--- config.mk ---
export PLATFORM = sky130hd
export DESIGN_NAME = lcd_pclk_gen
export DESIGN_NICKNAME = d
export VERILOG_FILES = /design/src/rtl/lcd_pclk_gen.sv
export SDC_FILE = /design/constraint.sdc
export NUM_CORES = 1
export LEC_CHECK = 0
export ABC_CLOCK_PERIOD_IN_PS = 2140
export CORE_UTILIZATION = 25
export CTS_CLUSTER_SIZE = 30
export DETAILED_ROUTE_END_ITERATION = 10
export PLACE_DENSITY = 0.43
export SYNTH_ARGS = -nofsm -noshare
export SYNTH_HDL_FRONTEND = slang
export SYNTH_SLANG_ARGS = --single-unit
--- constraint.sdc ---
create_clock -name clk -period 2.14 [get_ports clk]
set_input_delay 0.321 -clock clk [delete_from_list [all_inputs] [get_ports clk]]
set_output_delay 0.321 -clock clk [all_outputs]
set_load 0.05 [all_outputs]
--- src/rtl/lcd_pclk_gen.sv ---
// Pixel clock generator: divides clk by a ratio looked up from the panel ID.
// Ratio and run/stop changes take effect only at a period boundary, so pulses are never shortened.
module lcd_pclk_gen #(
  parameter int          DIV_W = 8,
  parameter logic [15:0] ID_0  = 16'h4342,
  parameter logic [15:0] ID_1  = 16'h7084,
  parameter logic [15:0] ID_2  = 16'h7016,
  parameter logic [15:0] ID_3  = 16'h4384,
  parameter logic [15:0] ID_4  = 16'h1018,
  parameter int          DIV_0 = 4,
  parameter int          DIV_1 = 8,
  parameter int          DIV_2 = 2,
  parameter int          DIV_3 = 4,
  parameter int          DIV_4 = 4
) (
  input  logic        clk,
  input  logic        rst,
  input  logic        en,
  input  logic [15:0] lcd_id,
  output logic        lcd_pclk,
  output logic        pclk_rise,
  output logic        pclk_fall,
  output logic        locked
);

  typedef enum logic {ST_STOPPED, ST_RUN} state_t;

  state_t           r_state;
  logic [DIV_W-1:0] r_divCur;
  logic [DIV_W-1:0] r_cnt;

  logic [DIV_W-1:0] w_divNew;
  logic [DIV_W:0]   w_hi;
  logic [DIV_W:0]   w_cntNext;
  logic             w_wrap;
  logic             w_start;

  // A ratio below 2 cannot form a high and a low phase, so it means stop.
  function automatic logic [DIV_W-1:0] divOf(input int d);
    return (d < 2) ? '0 : DIV_W'(d);
  endfunction

  always_comb begin
    w_divNew = '0;
    if (lcd_id == ID_0)      w_divNew = divOf(DIV_0);
    else if (lcd_id == ID_1) w_divNew = divOf(DIV_1);
    else if (lcd_id == ID_2) w_divNew = divOf(DIV_2);
    else if (lcd_id == ID_3) w_divNew = divOf(DIV_3);
    else if (lcd_id == ID_4) w_divNew = divOf(DIV_4);
  end

  assign w_hi      = ({1'b0, r_divCur} + {{DIV_W{1'b0}}, 1'b1}) >> 1;
  assign w_cntNext = {1'b0, r_cnt} + {{DIV_W{1'b0}}, 1'b1};
  assign w_wrap    = (r_cnt == r_divCur - {{(DIV_W-1){1'b0}}, 1'b1});
  assign w_start   = en && (w_divNew != '0);

  // High phase is ceil(N/2) cycles, low phase floor(N/2); the ratio is re-sampled only on wrap.
  always_ff @(posedge clk) begin
    if (rst) begin
      r_state   <= ST_STOPPED;
      r_divCur  <= '0;
      r_cnt     <= '0;
      lcd_pclk  <= 1'b0;
      pclk_rise <= 1'b0;
      pclk_fall <= 1'b0;
      locked    <= 1'b0;
    end else begin
      pclk_rise <= 1'b0;
      pclk_fall <= 1'b0;
      locked    <= (r_divCur != '0) && en && (w_divNew == r_divCur);
      case (r_state)
        ST_STOPPED: begin
          if (w_start) begin
            r_state   <= ST_RUN;
            r_divCur  <= w_divNew;
            r_cnt     <= '0;
            lcd_pclk  <= 1'b1;
            pclk_rise <= 1'b1;
          end
        end
        ST_RUN: begin
          if (!w_wrap) begin
            r_cnt     <= w_cntNext[DIV_W-1:0];
            lcd_pclk  <= (w_cntNext < w_hi);
            pclk_fall <= (w_cntNext == w_hi);
          end else if (w_start) begin
            r_divCur  <= w_divNew;
            r_cnt     <= '0;
            lcd_pclk  <= 1'b1;
            pclk_rise <= 1'b1;
          end else begin
            r_state   <= ST_STOPPED;
            r_divCur  <= '0;
            r_cnt     <= '0;
            lcd_pclk  <= 1'b0;
          end
        end
        default: r_state <= ST_STOPPED;
      endcase
    end
  end

endmodule

[Word level (Yosys, flattened, before mapping)]
Cells that the tools add are included.
Storage, ports and cells
  flip-flop bits (word level): 21
  output and inout bits: 4
Operators by class
  equality and inequality tests: 10
  bitwise logic cells: 1
  add/subtract/negate cells: 3
  multiplexer cells: 20
  order comparisons: 1
  reduce and logical (&&, ||, !) cells: 7
Operator list (number)
  16-bit by 15-bit equality test with 1-bit output, second input constant: 4
  8-bit 2-to-1 mux: 6
  8-bit one-hot mux with 2 select lines: 2
  8-bit by 1-bit adder with 9-bit output, second input constant: 2
  16-bit by 13-bit equality test with 1-bit output, second input constant: 1
  8-bit equality test: 2
  8-bit nonzero test: 2
  9-bit by 8-bit equality test with 1-bit output: 1
  9-bit by 8-bit less-than comparator with 1-bit output: 1
  3-bit 2-to-1 mux: 3
  8-bit by 1-bit subtractor with 8-bit output, second input constant: 1
  1-bit one-hot mux with 2 select lines: 3
  1-bit 2-to-1 mux: 5
  4-bit 2-to-1 mux: 1
  1-bit logical AND: 3
  3-bit OR reduction: 1
  2-bit by 1-bit inequality test with 1-bit output, second input constant: 1
  2-bit inequality test, second input constant: 1
  2-bit AND reduction: 1
  1-bit inverter: 1

[Longest topological paths before layout]
Gate-level depths: netlist of run 1.
  depth in word-level cells: 11
  depth in mapped cells: 10
  gate-level depth less buffers: 9

[Worst setup path before layout of run 1]
Ideal clock, no wire load.
  kind: register -> register
  from: register r_divCur[1]
  to: register r_cnt[2]
  buffers on the path: 1
  period minus slack after synthesis: 2013 ps
  stages on the path, launching flop included: 11
  data required time: 2012 ps
  data arrival time: 1885 ps
  library setup time: 128 ps
  setup slack: 127 ps
  path through: dfxtp_1 > inv_1 > ha_1 > ha_1 > xor2_1 > nand2_1 > o41ai_1 > buf_2 > a21oi_1 > a31oi_1 > nor2_1
Between the ends
  longest elaborated chain between the ends: 4
Ends and longest elaborated chain
  start, declared: RTL line 29  | logic [DIV_W-1:0] r_divCur;
  start signal, assigned: RTL line 75  | r_divCur <= w_divNew;
  start signal, assigned: RTL line 87  | r_divCur <= w_divNew;
  8-bit by 1-bit subtractor with 8-bit output: RTL line 54  | assign w_wrap = (r_cnt == r_divCur - {{(DIV_W-1){1'b0}}, 1'b1});
  8-bit equality test: RTL line 54
  8-bit 2-to-1 mux: RTL line 82  | if (!w_wrap) begin
  8-bit one-hot mux with 2 select lines: RTL line 71  | case (r_state)
  end signal, assigned: RTL line 83  | r_cnt <= w_cntNext[DIV_W-1:0];
  end, declared: RTL line 30  | logic [DIV_W-1:0] r_cnt;
No other way between the ends.
A chain may end at the register's enable or synchronous reset.

[Worst setup path in the final report of run 1]
  from: register r_divCur[1]
  to: register lcd_pclk
Between the ends
  longest elaborated chain between the ends: 4
  elaborated cells on any way between the ends: 6
  those cells by class: add/sub (2); order compare (1); eq/ne (1); mux (2)
Ends and longest elaborated chain
  8-bit by 1-bit adder with 9-bit output or 8-bit by 1-bit subtractor with 8-bit output (tied branches): RTL line 52, 54
  9-bit by 8-bit less-than comparator with 1-bit output or 8-bit equality test (tied branches): RTL line 84, 54
  1-bit 2-to-1 mux *: RTL line 82
  1-bit one-hot mux with 2 select lines *: RTL line 71
  end signal, assigned: RTL line 84  | lcd_pclk <= (w_cntNext < w_hi);
  end, declared: RTL line 20  | output logic lcd_pclk,
Every way passes the cells marked *; elsewhere a longest branch is shown, timed or not.

==> metrics, run 1 <==
Post-Syn Area=approximately 1300 um^2; RSZ-0062 raised after global routing=false; Critical Path, Cell by Cell=inv_1 > ha_1 > ha_1 > and3_1 > nor2_2 > o41ai_2 > buf_4 > or4b_1 > a31oi_1; max_cap viols=0; Die Ht=between 70 and 80 um; Top Ports=23; DRC violations left=0; count leader, synth=nor2_1; CTS resizes=0; die width=73.8 um; Seq/Total Area, Yosys=approximately 25%; Mapped Cells=between 150 and 200; drt first-iter violations=slightly above 40; core box area=roughly 4800 um^2; syn avg cell area=7.91 um^2; Final Net Count=around 240; ANT nets after route=0; hpwl dp=around 3 mm; # Post-CTS Setup Buffers=0; P per Cell Area=362 nW/um^2; post-synth top area share=around 25%; Critical Path RT=2320 ps; Hold Crit Class=flop to flop; ys flop type=dfxtp_1; Worst EP arrival=2250 ps; Setup TNS Final=0 ps; Layout area overhead=42.0%; IO Port Bufs=22; via count=between 1000 and 1500; initial antenna violation count=0; Setup crit end kind=flop; Commonest cells post-synth=20 x nor2_1, 16 x dfxtp_1, 14 x nand2_1; CP max stage delay=approximately 470 ps; FF+latch count, synth=16; crit-path max FO=5; fin. max-slew vios=0; Worst-path clk slew=around 70 ps; Synth area leader=dfxtp_1; Max Used Layer=met4; Avg Vias per Cell=4.89; Setup Skew=between 5 and 6 ps; largest net degree at the start of global routing=13; hold_buf cts=0; drt first pass iters=4; VDD IR-drop max=~0.00021 V; CTS Sinks=16; Post-synth EDFFs=0; share of layout cells above drive strength 1=a little under a quarter; vias in the first global route=1363; global route overflow=0; largest cells by area after synthesis=dfxtp_1 25%, ha_1 6.8%, nor2_1 5.8%, nand2_1 4.1%, nand2b_1 3.4%; critical path type=flop to flop; fin crit share=96.4%; Power Total=about 0.66 mW; drt total wl=roughly 3.6 mm; Total GRT Usage=roughly 15%; H-tree levels=1; Setup Viol. Count Final=0; Worst-Margin Slew=between 500 and 600 ps; worst skew pair latency=about 250 ps; status=finished clean; Synth cell types=50; die area=roughly 5400 um^2; Slew headroom=approximately 66%; met3 routed WL=roughly 170 um; Clock Tree Buf Depth=2; asr flop ratio synth=0%; crit path time final=slightly above 2000 ps; Yosys Warn Count=0; WL met1=1.66 mm; DR WL met2=roughly 1.8 mm; root buffer cell=clkbuf_8; Initial Utilization=26.6%; n_diodes=0; Synth Net Count=189; Fmax achieved=a little under 500 MHz; Startpoint Class=flop; cell repeated most along the worst path=ha_1; CTS buffer count=3; slowest stage cell, crit path=or4b_1; final hold vios=0; TritonCTS clock tree=built; WL/cell=around 13 um; Pleak=~0.69 nW; num rows=25; first-pass GRT wire length=just over 6 mm; RePlAce Congestion=between 0.7 and 0.8
critical path: cells and delay by family, from the launching register on:
family          cells  cell delay [ps]
simple gates        3              790
fa+ha+maj           2              380
buf+inv             2              230
flops               1              340
compound gates      2              250
power breakdown:
group	switching (mW)	internal [mW]	leakage, nW
combinational	0.0328	0.0527	0.532
sequential	0.00000470	0.297	0.129
clock	0.117	0.163	0.0288
layout make-up:
type | count | area [um^2]
clock buffers | 4 | 55.1
fillers | 524 | 3020
flip-flops and latches | 16 | 320
well taps | 67 | 83.8
multi-input cells | 133 | 926
inverters | 6 | 22.5
repair buffers | 49 | 423
metrics by stage:
stage               hold WS (ps)  instances  cell area (um^2)  utilization, %  setup slack [ps]
finish                       495        275              1830            37.8              76.3
global route                 513        275              1830            37.8              10.9
CTS                          492        275              1810            37.2              39.6
detailed placement           476        271              1750            36.1              -197
global placement             482        271              1750            36.1              -152
floorplan                    476        163              1290               -               127
registers in the layout, summed over array words and instances, names as in the netlist:
signal,count
r_cnt,8
r_divCur,3
lcd_pclk,1
locked,1
pclk_fall,1
pclk_rise,1
r_state,1
metal layers:
layer,vias to the layer above,track usage [%]
li1,688,-
met1,631,18.9
met2,24,24.8
met3,2,2.74
met4,0,3.21
met5,-,0
path summary, 6_finish.rpt:
check	start	to	slack, ps	cells after the start
worst min-delay path	lcd_pclk	lcd_pclk	490	2
worst max register to register	r_divCur[1]	lcd_pclk	80	9
worst max-delay path	r_divCur[1]	lcd_pclk	80	9
worst min register to register	lcd_pclk	lcd_pclk	490	2
cell usage in the layout (no fill, tap or decap), types with 6 or more instances in the layout:
| master | netlist | layout |
|---|---|---|
| clkdlybuf4s50_1 | 0 | 22 |
| ha_1 | 7 | 7 |
| inv_1 | 6 | 6 |
| buf_4 | 1 | 27 |
| nand3_1 | 6 | 6 |
| nand2_1 | 14 | 14 |
| nor2_1 | 20 | 19 |
| nand2b_1 | 7 | 7 |
| dfxtp_1 | 16 | 16 |
| a21oi_1 | 8 | 8 |
| a31oi_1 | 6 | 6 |
kinds of logic after synthesis:
group           Yosys count  synth area share, %
flops                    16                 24.9
fa+ha+maj                 7                 6.80
simple gates             86                 40.3
xor+xnor                  6                 4.08
buf+inv                  14                 5.24
mux                       4                 3.11
compound gates           30                 15.6
Note: power is estimated with default switching activity, not from simulation.
==> run 2, diff against run 1 <==
--- a/config.mk
+++ b/config.mk
@@ -5,11 +5,12 @@
 export SDC_FILE = /design/constraint.sdc
 export NUM_CORES = 1
 export LEC_CHECK = 0
-export ABC_CLOCK_PERIOD_IN_PS = 2140
+export ABC_CLOCK_PERIOD_IN_PS = 2700
 export CORE_UTILIZATION = 25
 export CTS_CLUSTER_SIZE = 30
 export DETAILED_ROUTE_END_ITERATION = 10
-export PLACE_DENSITY = 0.43
+export MAX_ROUTING_LAYER = met4
+export PLACE_DENSITY = 0.42
 export SYNTH_ARGS = -nofsm -noshare
 export SYNTH_HDL_FRONTEND = slang
 export SYNTH_SLANG_ARGS = --single-unit
==> constraint.sdc (replaced) <==
create_clock -name clk -period 2.7 [get_ports clk]
set_input_delay 0.405 -clock clk [delete_from_list [all_inputs] [get_ports clk]]
set_output_delay 0.405 -clock clk [all_outputs]
set_load 0.05 [all_outputs]
==> metrics, run 2 (synthesis gave the netlist of run 1 again) <==
share of layout cells above drive strength 1=11.9% (-11 points); Setup crit end kind=flop; via count=1244 (-7.5%); RSZ-0062 raised after global routing=false; Worst Setup EP=r_cnt[3]; drt first-iter violations=38 (-7.3%); FF-to-FF End=r_cnt[3]; drt first pass iters=4 (unchanged); ANT nets after route=0 (unchanged); die width=73.8 um (unchanged); die area=5450 um^2 (unchanged); core box area=4850 um^2 (unchanged); Worst-path clk slew=70 ps (about the same); Die Ht=73.8 um (unchanged); first-pass GRT wire length=5.58 mm (-8.4%); Setup Skew=1.27 ps (-4.38 ps); status=finished clean; fin util=33.7% (-4.1 points); Power Total=0.512 mW (-23%); VDD IR-drop max=0.000124 V (-40%); hpwl dp=2.58 mm (-14%); H-tree levels=1 (unchanged); slowest stage cell, crit path=o41ai_1; max reg flops=8 (unchanged); n_diodes=0 (unchanged); Clock Tree Buf Depth=2 (unchanged); CTS resizes=0 (unchanged); crit path time final=2260 ps (+197 ps); Critical Path, Cell by Cell=inv_1 > ha_1 > ha_1 > xor2_1 > nand2_1 > o41ai_1 > buf_4 > nor2_1 > a31oi_1 > nor2_1; Top reg by flops=r_cnt; Reg2Reg Depth=10 (+1); flop2flop setup slack=440 ps (+360 ps); Worst R2R Start=r_divCur[2]; crit-path max FO=5 (unchanged); largest registers=r_cnt: 8 flops, r_divCur: 3 flops; Avg Vias per Cell=4.94 (+0.93%); Worst Setup SP=r_divCur[2]; worst skew pair latency=260 ps (about the same); CP Buf/Inv Count=2 (unchanged); DRC violations left=0 (unchanged); Crit path max-delay family=compound AO/OA/AOI/OAI gates; final hold vios=0 (unchanged); stages on the worst setup path=10 (+1); Layout area overhead=26.7%; Total GRT Usage=13.8% (-0.80 points); WL/cell=13.0 um (-1.9%); Setup TNS Final=0 ps (unchanged); Worst EP arrival=2390 ps (+140 ps); num rows=25 (unchanged); initial antenna violation count=0 (unchanged); Worst-Margin Slew=668 ps (+157 ps); # Post-CTS Setup Buffers=0 (unchanged); TritonCTS clock tree=built; CP max stage delay=430 ps (-40 ps); Startpoint Class=flop; max_cap viols=0 (unchanged); vias in the first global route=1235 (-9.4%); Final Net Count=212 (-9.8%); critical path type=flop to flop; drt total wl=3.27 mm (-10%); Hold Crit Class=flop to flop; global route overflow=0 (unchanged); Setup Viol. Count Final=0 (unchanged); CTS Sinks=16 (unchanged); hold_buf cts=0 (unchanged); RePlAce Congestion=0.833 (+5.3%); Fmax achieved=442 MHz (-8.7%); fin crit share=83.7% (-13 points); root buffer cell=clkbuf_8; P per Cell Area=314 nW/um^2 (-13%); Slew headroom=55.3% (-10 points); Initial Utilization=26.6% (unchanged); Pleak=0.568 nW (-18%); CTS buffer count=3 (unchanged); commonest non-fill, non-tap cells in the layout=22 x clkdlybuf4s50_1, 20 x nor2_1, 16 x dfxtp_1; most common cell after layout, fill and taps aside=clkdlybuf4s50_1; Critical Path RT=2830 ps (+510 ps); fin. max-slew vios=0 (unchanged); IO Port Bufs=22 (unchanged); largest net degree at the start of global routing=19 (+6); Top Ports=23 (unchanged)
## run 2: changes by cell type in the layout (fill, tap and decap cells not counted), sizes merged
cell / before / now
buf: 27 / 4
## run 2: power by group
group / switching [mW] / total, mW / leakage [nW] / internal (mW)
sequential: 0.00000593 / 0.236 / 0.129 / 0.236
combinational: 0.0225 / 0.0540 / 0.410 / 0.0314
clock: 0.0925 / 0.222 / 0.0288 / 0.130
total: 0.115 / 0.512 / 0.568 / 0.397
## run 2: worst reg2reg max path, delay by kind of cell (launching register included)
kind	cells	cell delay, ps
buffers and inverters	2	360
DFF	1	390
and+or+nand+nor	3	170
AOI/OAI and AO/OA	2	580
adders and majority gates	2	480
xor gates and xnor gates	1	150
## run 2: cell type report
| type | instances | area (um^2) |
|---|---|---|
| tap | 67 | 83.8 |
| multi-input combinational | 133 | 901 |
| fill | 520 | 3220 |
| timing repair buffer | 26 | 250 |
| sequential | 16 | 320 |
| inverter | 6 | 22.5 |
| clock buffer | 4 | 55.1 |
## run 2: routing by layer
layer  wire length (um)  GRT usage (%)
met1               1610           17.7
met2               1460           21.3
met3                150           3.43
met4                 44           3.63
met5                  0              -
## run 2: worst min path at each step
stage,slack (ps),from,to,depth (start not counted)
after floorplan,480,r_state,r_cnt[0],2
after global placement,470,lcd_pclk,lcd_pclk,2
after detailed placement,480,lcd_pclk,lcd_pclk,2
after CTS,490,lcd_pclk,lcd_pclk,2
after global routing,540,lcd_pclk,lcd_pclk,2
final,490,lcd_pclk,lcd_pclk,2
## run 2: metrics by stage
| step | setup slack (ps) | cell area, um^2 | std cells | hold slack [ps] |
|---|---|---|---|---|
| final | 440 | 1630 | 252 | 492 |
| after global routing | 167 | 1630 | 252 | 544 |
| after CTS | 409 | 1630 | 252 | 491 |
| after detailed placement | 234 | 1580 | 248 | 475 |
| after global placement | 197 | 1580 | 248 | 471 |
| after floorplan | 687 | 1290 | 163 | 476 |
